### src/rtl/disp_hex_multi.sv
// disp_hex_multi: N-digit hexadecimal 7-segment driver with load capture,
// leading-zero blanking, per-digit blanking mask, per-digit blink and a
// one-cycle change flag. All outputs are registered.
module disp_hex_multi #(
  parameter int DIGITS         = 4,
  parameter int BLINK_DIV      = 25000000,
  parameter bit SEG_ACTIVE_LOW = 1'b1
) (
  input  logic                  clk,
  input  logic                  rst_n,
  input  logic [4*DIGITS-1:0]   data_in,
  input  logic                  load,
  input  logic                  lz_en,
  input  logic [DIGITS-1:0]     blank,
  input  logic [DIGITS-1:0]     blink_en,
  output logic [7*DIGITS-1:0]   segs,
  output logic                  changed
);

  localparam int CW = (BLINK_DIV > 1) ? $clog2(BLINK_DIV) : 1;
  localparam logic [CW-1:0] CNT_LAST = CW'(BLINK_DIV - 1);
  localparam logic [7*DIGITS-1:0] SEGS_DARK = {(7*DIGITS){SEG_ACTIVE_LOW}};

  logic [4*DIGITS-1:0] held_q, held_d;
  logic                valid_q, valid_d;
  logic                changed_q, changed_d;
  logic [CW-1:0]       cnt_q, cnt_d;
  logic                phase_q, phase_d;
  logic [7*DIGITS-1:0] segs_q, segs_d;

  logic [3:0]          digit;
  logic                upperZero;
  logic                dark;
  logic [6:0]          pattern;

  // Active-high gfedcba pattern for one hex digit.
  function automatic logic [6:0] decodeHex(input logic [3:0] d);
    case (d)
      4'h0: decodeHex = 7'h3F;
      4'h1: decodeHex = 7'h06;
      4'h2: decodeHex = 7'h5B;
      4'h3: decodeHex = 7'h4F;
      4'h4: decodeHex = 7'h66;
      4'h5: decodeHex = 7'h6D;
      4'h6: decodeHex = 7'h7D;
      4'h7: decodeHex = 7'h07;
      4'h8: decodeHex = 7'h7F;
      4'h9: decodeHex = 7'h6F;
      4'hA: decodeHex = 7'h77;
      4'hB: decodeHex = 7'h7C;
      4'hC: decodeHex = 7'h39;
      4'hD: decodeHex = 7'h5E;
      4'hE: decodeHex = 7'h79;
      default: decodeHex = 7'h71;
    endcase
  endfunction

  // Capture path: held value, "has been loaded" flag and the change pulse.
  always_comb begin
    held_d    = held_q;
    valid_d   = valid_q;
    changed_d = 1'b0;
    if (load) begin
      held_d    = data_in;
      valid_d   = 1'b1;
      changed_d = (data_in != held_q);
    end
  end

  // Free-running blink prescaler; phase flips on the wrap back to zero.
  always_comb begin
    cnt_d   = cnt_q + 1'b1;
    phase_d = phase_q;
    if (cnt_q == CNT_LAST) begin
      cnt_d   = '0;
      phase_d = ~phase_q;
    end
  end

  // Per-digit decode walking from the top digit so the leading-zero run is known.
  always_comb begin
    segs_d    = SEGS_DARK;
    digit     = 4'h0;
    upperZero = 1'b1;
    dark      = 1'b1;
    pattern   = 7'h00;
    for (int i = DIGITS - 1; i >= 0; i--) begin
      digit     = held_q[4*i +: 4];
      upperZero = upperZero & (digit == 4'h0);
      dark      = ~valid_q | blank[i] | (lz_en & upperZero & (i != 0))
                | (blink_en[i] & ~phase_q);
      pattern   = dark ? 7'h00 : decodeHex(digit);
      segs_d[7*i +: 7] = SEG_ACTIVE_LOW ? ~pattern : pattern;
    end
  end

  // Capture registers; the display stays dark after reset until the first load.
  always_ff @(posedge clk or negedge rst_n) begin
    if (!rst_n) begin
      held_q    <= '0;
      valid_q   <= 1'b0;
      changed_q <= 1'b0;
    end else begin
      held_q    <= held_d;
      valid_q   <= valid_d;
      changed_q <= changed_d;
    end
  end

  // Blink counter and phase registers; phase 1 means digits are lit.
  always_ff @(posedge clk or negedge rst_n) begin
    if (!rst_n) begin
      cnt_q   <= '0;
      phase_q <= 1'b1;
    end else begin
      cnt_q   <= cnt_d;
      phase_q <= phase_d;
    end
  end

  // Output segment register, recomputed every edge.
  always_ff @(posedge clk or negedge rst_n) begin
    if (!rst_n) begin
      segs_q <= SEGS_DARK;
    end else begin
      segs_q <= segs_d;
    end
  end

  assign segs    = segs_q;
  assign changed = changed_q;

endmodule
### config.mk
export PLATFORM = sky130hd
export DESIGN_NAME = disp_hex_multi
export DESIGN_NICKNAME = d
export VERILOG_FILES = /design/src/rtl/disp_hex_multi.sv
export SDC_FILE = /design/constraint.sdc
export NUM_CORES = 1
export LEC_CHECK = 0
export ABC_CLOCK_PERIOD_IN_PS = 3150
export CORE_MARGIN = 2
export CORE_UTILIZATION = 45
export CTS_CLUSTER_SIZE = 28
export DETAILED_ROUTE_END_ITERATION = 6
export MAX_ROUTING_LAYER = met4
export PLACE_DENSITY = 0.7
export RECOVER_POWER = 100
export SYNTH_ARGS = -nofsm -noshare
export SYNTH_HDL_FRONTEND = slang
export SYNTH_SLANG_ARGS = --single-unit
### constraint.sdc
create_clock -name clk -period 3.15 [get_ports clk]
set_clock_uncertainty 0.15 [all_clocks]
set_input_delay 0.4725 -clock clk [delete_from_list [all_inputs] [get_ports clk]]
set_output_delay 0.4725 -clock clk [all_outputs]
set_load 0.01 [all_outputs]
==> results.sh, run 1 <==
export IMPL_leakage_nw=1.88
export IMPL_syn_instance_count=382
export IMPL_slew_viol_final=73
export IMPL_yosys_area_share_adder=0.0792
export IMPL_dieArea_sq_mm=0.00954
export IMPL_crit_arrival_ns=2.62
export IMPL_clkTransAtPathRegs_ns=0.07
export IMPL_cts_resized=0
export IMPL_yosysTopAreaCell="dfrtp_1"
export IMPL_synth_cell_types=51
export IMPL_area_delta_synth_final_pct=21.2
export IMPL_synth_seq_cells=72
export IMPL_synth_edff_count=0
export IMPL_worst_pin_slew_ns=1.73
export IMPL_cp_required_ns=3.18
export IMPL_syn_nets=435
export IMPL_diodes=0
export IMPL_cts_buffers=9
export IMPL_crit_family="simple AND/OR/NAND/NOR gates"
export IMPL_layout_min_cycle_time_ns=2.59
export IMPL_syn_area_sq_mm=0.00395
export IMPL_hold_violations=0
export IMPL_grt_pass1_wl_um=13800
export IMPL_antenna_found_initial=0
export IMPL_dr_first_iter_drc_count=162
export IMPL_path_cells="ha_1 > nand3_1 > or2_2 > nor4_2 > buf_4 > a211oi_1"
export IMPL_globalplace_congestion=0.852
export IMPL_finalCritPeriodShare=0.823
export IMPL_drtAntennaViolNets=0
export IMPL_fin_nets=487
export IMPL_cts_root_buf="clkbuf_8"
export IMPL_rows=34
export IMPL_setup_viol=0
export IMPL_pre_cts_slack_ns=0.740
export IMPL_rsz0062_at_grt="false"
export IMPL_ioPinCount=57
export IMPL_muxShareOfSynthArea=0.0282
export IMPL_cap_violations=1
export IMPL_portBuffers=56
export IMPL_synth_xor_area_frac=0.0688
export IMPL_synth_compound_area_frac=0.125
export IMPL_path_max_fanout=10
export IMPL_grt_max_degree=73
export IMPL_start_util=0.460
export IMPL_die_w_um=97.7
export IMPL_yosysSeqAreaShare=0.465
export IMPL_grt_pass1_vias=2933
export IMPL_setup_ws_ns=0.556
export IMPL_synthTopCellsByArea="dfrtp_1 27%, dfstp_2 19%, ha_1 7.9%"
export IMPL_cts_path_max_buffers=2
export IMPL_ctsHoldBuffers=0
export IMPL_ir_worst_vdd_mv=0.344
export IMPL_synth_top_family_by_area="simple AND/OR/NAND/NOR gates"
export IMPL_grt_remaining_overflow=0
export IMPL_critPathMaxStageDelay_ns=0.69
export IMPL_yosysWarnings=0
export IMPL_hold_slack_ns=0.349
export IMPL_avgSynthCellArea_sq_um=10.3
export IMPL_drive_gt1_frac=0.146
export IMPL_yosys_area_share_simple=0.199
export IMPL_vias_per_cell=5.39
export IMPL_chipHeight_um=97.7
export IMPL_fmax_mhz=386
export IMPL_core_sq_mm=0.00859
export IMPL_via_count=2949
export IMPL_failed_checks="max-capacitance violations, max-slew violations"
export IMPL_drtPass1Iterations=4
export IMPL_setup_worst_path_end_class="flip-flop"
export IMPL_synthFlopType="dfrtp_1"
export IMPL_htreeDepth=3
export IMPL_drc=0
export IMPL_totalPowerFinal_mw=2.18
export IMPL_slowest_stage="nor4_2"
export IMPL_cts_tree="yes"
export IMPL_synth_top_area_frac=0.272
export IMPL_clkLatencyLatePin_ns=0.35
export IMPL_max_slew_margin=-0.153
export IMPL_min_path_type="reg -> reg"
export IMPL_wire_per_inst_um=14.8
export IMPL_post_cts_setup_buffers=0
export IMPL_path_buf_inv=1
export IMPL_place_hpwl_um=5840
export IMPL_p_per_area_mw_per_mm2=455
export IMPL_setup_tns_ns=0
export IMPL_routed_wl_um=8120
export IMPL_gr_usage_all_layers=0.183
export IMPL_ys_async_sr_fraction=1.00
export IMPL_status="finished with violations"
export IMPL_startpoint_type="flip-flop"
export IMPL_critPathKind="reg -> reg"
export IMPL_clock_sinks=72
## registers in the layout, summed over array words and instances, names as in the netlist
register  flops
cnt_q        25
valid_q       1
changed       1
held_q       16
segs         28
phase_q       1
## synth_stat cells (3+ instances only)
cell,n
nand3b_1,5
nor3_1,4
dfstp_2,29
o21ai_0,17
mux2_2,9
and3_1,3
xor2_1,7
nor2b_1,10
dfrtp_1,43
o211ai_1,16
clkbuf_1,17
ha_1,25
o311ai_0,14
or3_1,3
nand3_1,13
nor4_1,7
xnor2_1,24
a21oi_1,6
nand4_1,7
nand2_1,40
nor2_1,17
inv_1,16
nand2b_1,10
## final timing paths
kind | cells after the start | slack [ns] | endpoint | startpoint
max | 6 | 0.56 | cnt_q[19] | cnt_q[0]
min | 1 | 0.35 | cnt_q[0] | cnt_q[0]
max reg2reg | 6 | 0.56 | cnt_q[19] | cnt_q[0]
min reg2reg | 1 | 0.35 | cnt_q[0] | cnt_q[0]
max in group asynchronous | 2 | 1.30 | cnt_q[20] | rst_n
min in group asynchronous | 2 | 0.52 | cnt_q[6] | rst_n
## power breakdown
| group | internal, mW | leakage [nW] | switching [mW] |
|---|---|---|---|
| Clock | 0.468 | 0.108 | 0.335 |
| Combinational | 0.164 | 0.921 | 0.156 |
| Sequential | 0.990 | 0.854 | 0.0642 |
## cell families (layout without fill, tap and decap cells)
group                    Yosys count  count (layout)
XOR/XNOR                          31              31
buffers and inverters             34              91
AND/OR/NAND/NOR                  140             140
flip-flops                        72              72
adder cells (fa/ha/maj)           25              25
multiplexers                      10              10
AO/OA/AOI/OAI                     70              70
## per-stage QoR
step            util  area (sq um)  std cells
2_1_floorplan      -          3950        382
3_3_place_gp   0.534          4590        531
3_5_place_dp   0.534          4590        531
4_1_cts        0.559          4800        547
5_1_grt        0.557          4790        547
6_report       0.557          4790        547
## metal layers
| layer | GRT usage | vias up | share of wire |
|---|---|---|---|
| met5 | - | - | 0 |
| met4 | 0.0598 | 0 | 0.011 |
| met3 | 0.0417 | 9 | 0.032 |
| met2 | 0.292 | 47 | 0.49 |
| met1 | 0.234 | 1434 | 0.47 |
| li1 | - | 1459 | - |
## cell usage in the layout (no fill, tap or decap), types with 3 or more instances in the layout
cell,n
inv_1,16
xnor2_1,24
xor2_1,7
nand3b_1,5
mux2_2,9
ha_1,25
dfstp_2,28
nor3_1,4
dfrtp_1,43
nand2_1,40
clkbuf_1,4
o211ai_1,16
and3_1,3
nor2_1,17
clkdlybuf4s50_1,25
nor4_1,7
o311ai_0,14
clkbuf_8,10
nand4_1,7
nand3_1,13
nor2b_1,10
nand2b_1,10
dlygate4sd3_1,30
a21oi_1,6
o21ai_0,17
or3_1,3
## final cells by class
type | instances | area (sq um)
fill | 774 | 3810
multi-input combinational | 276 | 1970
sequential | 72 | 1840
timing repair buffer | 59 | 572
clock buffer | 13 | 149
tap | 108 | 135
clock inverter | 3 | 65.1
inverter | 16 | 60.1
Note: power is estimated with default switching activity, not from simulation.
==> inputs of run 2 (changes only) <==
- ABC_CLOCK_PERIOD_IN_PS: 3150 -> 2700
- clock period: 3.15 -> 2.7 ns (I/O delays scaled with it)
==> results.sh, run 2 (synthesized netlist as in run 1, its figures left out) <==
export IMPL_status="finished clean"
export IMPL_setup_viol=0
export IMPL_cts_root_buf="clkbuf_8"
export IMPL_place_hpwl_um=6420
export IMPL_top_layer_used="met4"
export IMPL_grt_remaining_overflow=0
export IMPL_startpoint_type="flip-flop"
export IMPL_fmax_mhz=433
export IMPL_pre_cts_slack_ns=0.334
export IMPL_routed_wl_um=8540
export IMPL_largest_register_ffs=28
export IMPL_max_slew_margin=0.152
export IMPL_antenna_found_initial=0
export IMPL_cts_path_max_buffers=2
export IMPL_rrSetupSlack_ns=0.39
export IMPL_setup_tns_ns=0
export IMPL_dieArea_sq_mm=0.00954
export IMPL_hold_violations=0
export IMPL_start_util=0.460
export IMPL_leakage_nw=1.90
export IMPL_wl_met3_um=233
export IMPL_mostFrequentLayoutCell="dfrtp_1"
export IMPL_rr_worst_depth=6
export IMPL_m1WireLength_um=3950
export IMPL_drtPass1Iterations=4
export IMPL_cap_violations=0
export IMPL_area_delta_synth_final_pct=21.6
export IMPL_die_w_um=97.7
export IMPL_drc=0
export IMPL_rr_startpoint="cnt_q[0]"
export IMPL_crit_arrival_ns=2.36
export IMPL_p_per_area_mw_per_mm2=509
export IMPL_ioPinCount=57
export IMPL_setup_ws_ns=0.392
export IMPL_gr_usage_all_layers=0.191
export IMPL_core_sq_mm=0.00859
export IMPL_slew_viol_final=0
export IMPL_globalplace_congestion=0.899
export IMPL_fin_area_sq_mm=0.00480
export IMPL_drtAntennaViolNets=0
export IMPL_rsz0062_at_grt="false"
export IMPL_wire_per_inst_um=15.4
export IMPL_grt_max_degree=25
export IMPL_cp_endpoint="cnt_q[5]"
export IMPL_finalCritPeriodShare=0.855
export IMPL_hp_start="cnt_q[0]"
export IMPL_min_path_type="reg -> reg"
export IMPL_htreeDepth=3
export IMPL_portBuffers=56
export IMPL_rows=34
export IMPL_clock_sinks=72
export IMPL_chipHeight_um=97.7
export IMPL_critPathKind="reg -> reg"
export IMPL_clkLatencyLatePin_ns=0.34
export IMPL_dr_first_iter_drc_count=141
export IMPL_cts_buffers=9
export IMPL_layout_min_cycle_time_ns=2.31
export IMPL_fin_nets=495
export IMPL_diodes=0
export IMPL_grt_pass1_wl_um=14200
export IMPL_dpl_instance_area_sq_mm=0.00464
export IMPL_path_max_fanout=9
export IMPL_cp_required_ns=2.75
export IMPL_drive_gt1_frac=0.152
export IMPL_via_count=3039
export IMPL_grt_pass1_vias=3059
export IMPL_clkTransAtPathRegs_ns=0.08
export IMPL_cts_tree="yes"
export IMPL_cts_resized=0
export IMPL_r2r_end="cnt_q[5]"
export IMPL_worst_pin_slew_ns=1.27
export IMPL_ir_worst_vdd_mv=0.271
export IMPL_crit_path_start="cnt_q[0]"
export IMPL_vias_per_cell=5.48
export IMPL_setup_worst_path_end_class="flip-flop"
export IMPL_wl_met2_um=4320
export IMPL_final_cell_mix="43 x dfrtp_1, 40 x nand2_1, 31 x dlygate4sd3_1"
[run 2: changes by cell type in the layout (fill, tap and decap cells not counted), sizes merged]
cell,before,now
clkbuf,15,20
bufinv,2,1
buf,2,3
dlygate4sd3,30,31
clkinv,1,3
[run 2: area by class of cell]
| class | count | area (sq um) |
|---|---|---|
| Multi-Input combinational cell | 276 | 1960 |
| Fill cell | 745 | 3790 |
| Sequential cell | 72 | 1840 |
| Clock buffer | 12 | 145 |
| Inverter | 16 | 60.1 |
| Timing Repair Buffer | 67 | 617 |
| Tap cell | 108 | 135 |
| Clock inverter | 4 | 45.0 |
[run 2: through the flow]
step            util  power, mW  hold WS (ns)  cells
6_report       0.559       2.45         0.327    555
5_1_grt        0.559       2.58         0.371    555
4_1_cts        0.563       2.49         0.332    555
3_5_place_dp   0.540       1.65         0.271    538
3_3_place_gp   0.540       1.64         0.264    538
2_1_floorplan      -       1.46       -0.0406    382
[run 2: how the worst min path moves through the flow]
stage,endpoint,cells past startpoint
after CTS,cnt_q[0],1
after global placement,cnt_q[7],1
after global routing,cnt_q[0],1
after detailed placement,cnt_q[4],1
after floorplan,changed,0
final,cnt_q[0],1
[run 2: where the power goes]
| group | internal (mW) | switching [mW] | total, mW |
|---|---|---|---|
| clock | 0.448 | 0.382 | 0.830 |
| sequential | 1.16 | 0.0682 | 1.22 |
| combinational | 0.197 | 0.195 | 0.392 |
| total | 1.80 | 0.645 | 2.45 |
[run 2: worst max-delay path, cell delays in order (launching register included)]
cell and delay, ns:
dfrtp_1 0.38, ha_1 0.19, nand3_1 0.26, or2_2 0.39, nor4_1 0.24, clkbuf_1 0.38, o221ai_1 0.19
[run 2: timing repair]
item | CTS | global route
endpoints found under the hold margin | 20 | 0
hold buffers | 1 | 0
buffers inserted | 0 | 0
[run 2: per-layer routing]
| layer | global-route usage | up-vias |
|---|---|---|
| met1 | 0.241 | 1506 |
| met4 | 0.0716 | 0 |
| met5 | - | - |
| met3 | 0.0302 | 6 |
| li1 | - | 1482 |
| met2 | 0.311 | 45 |
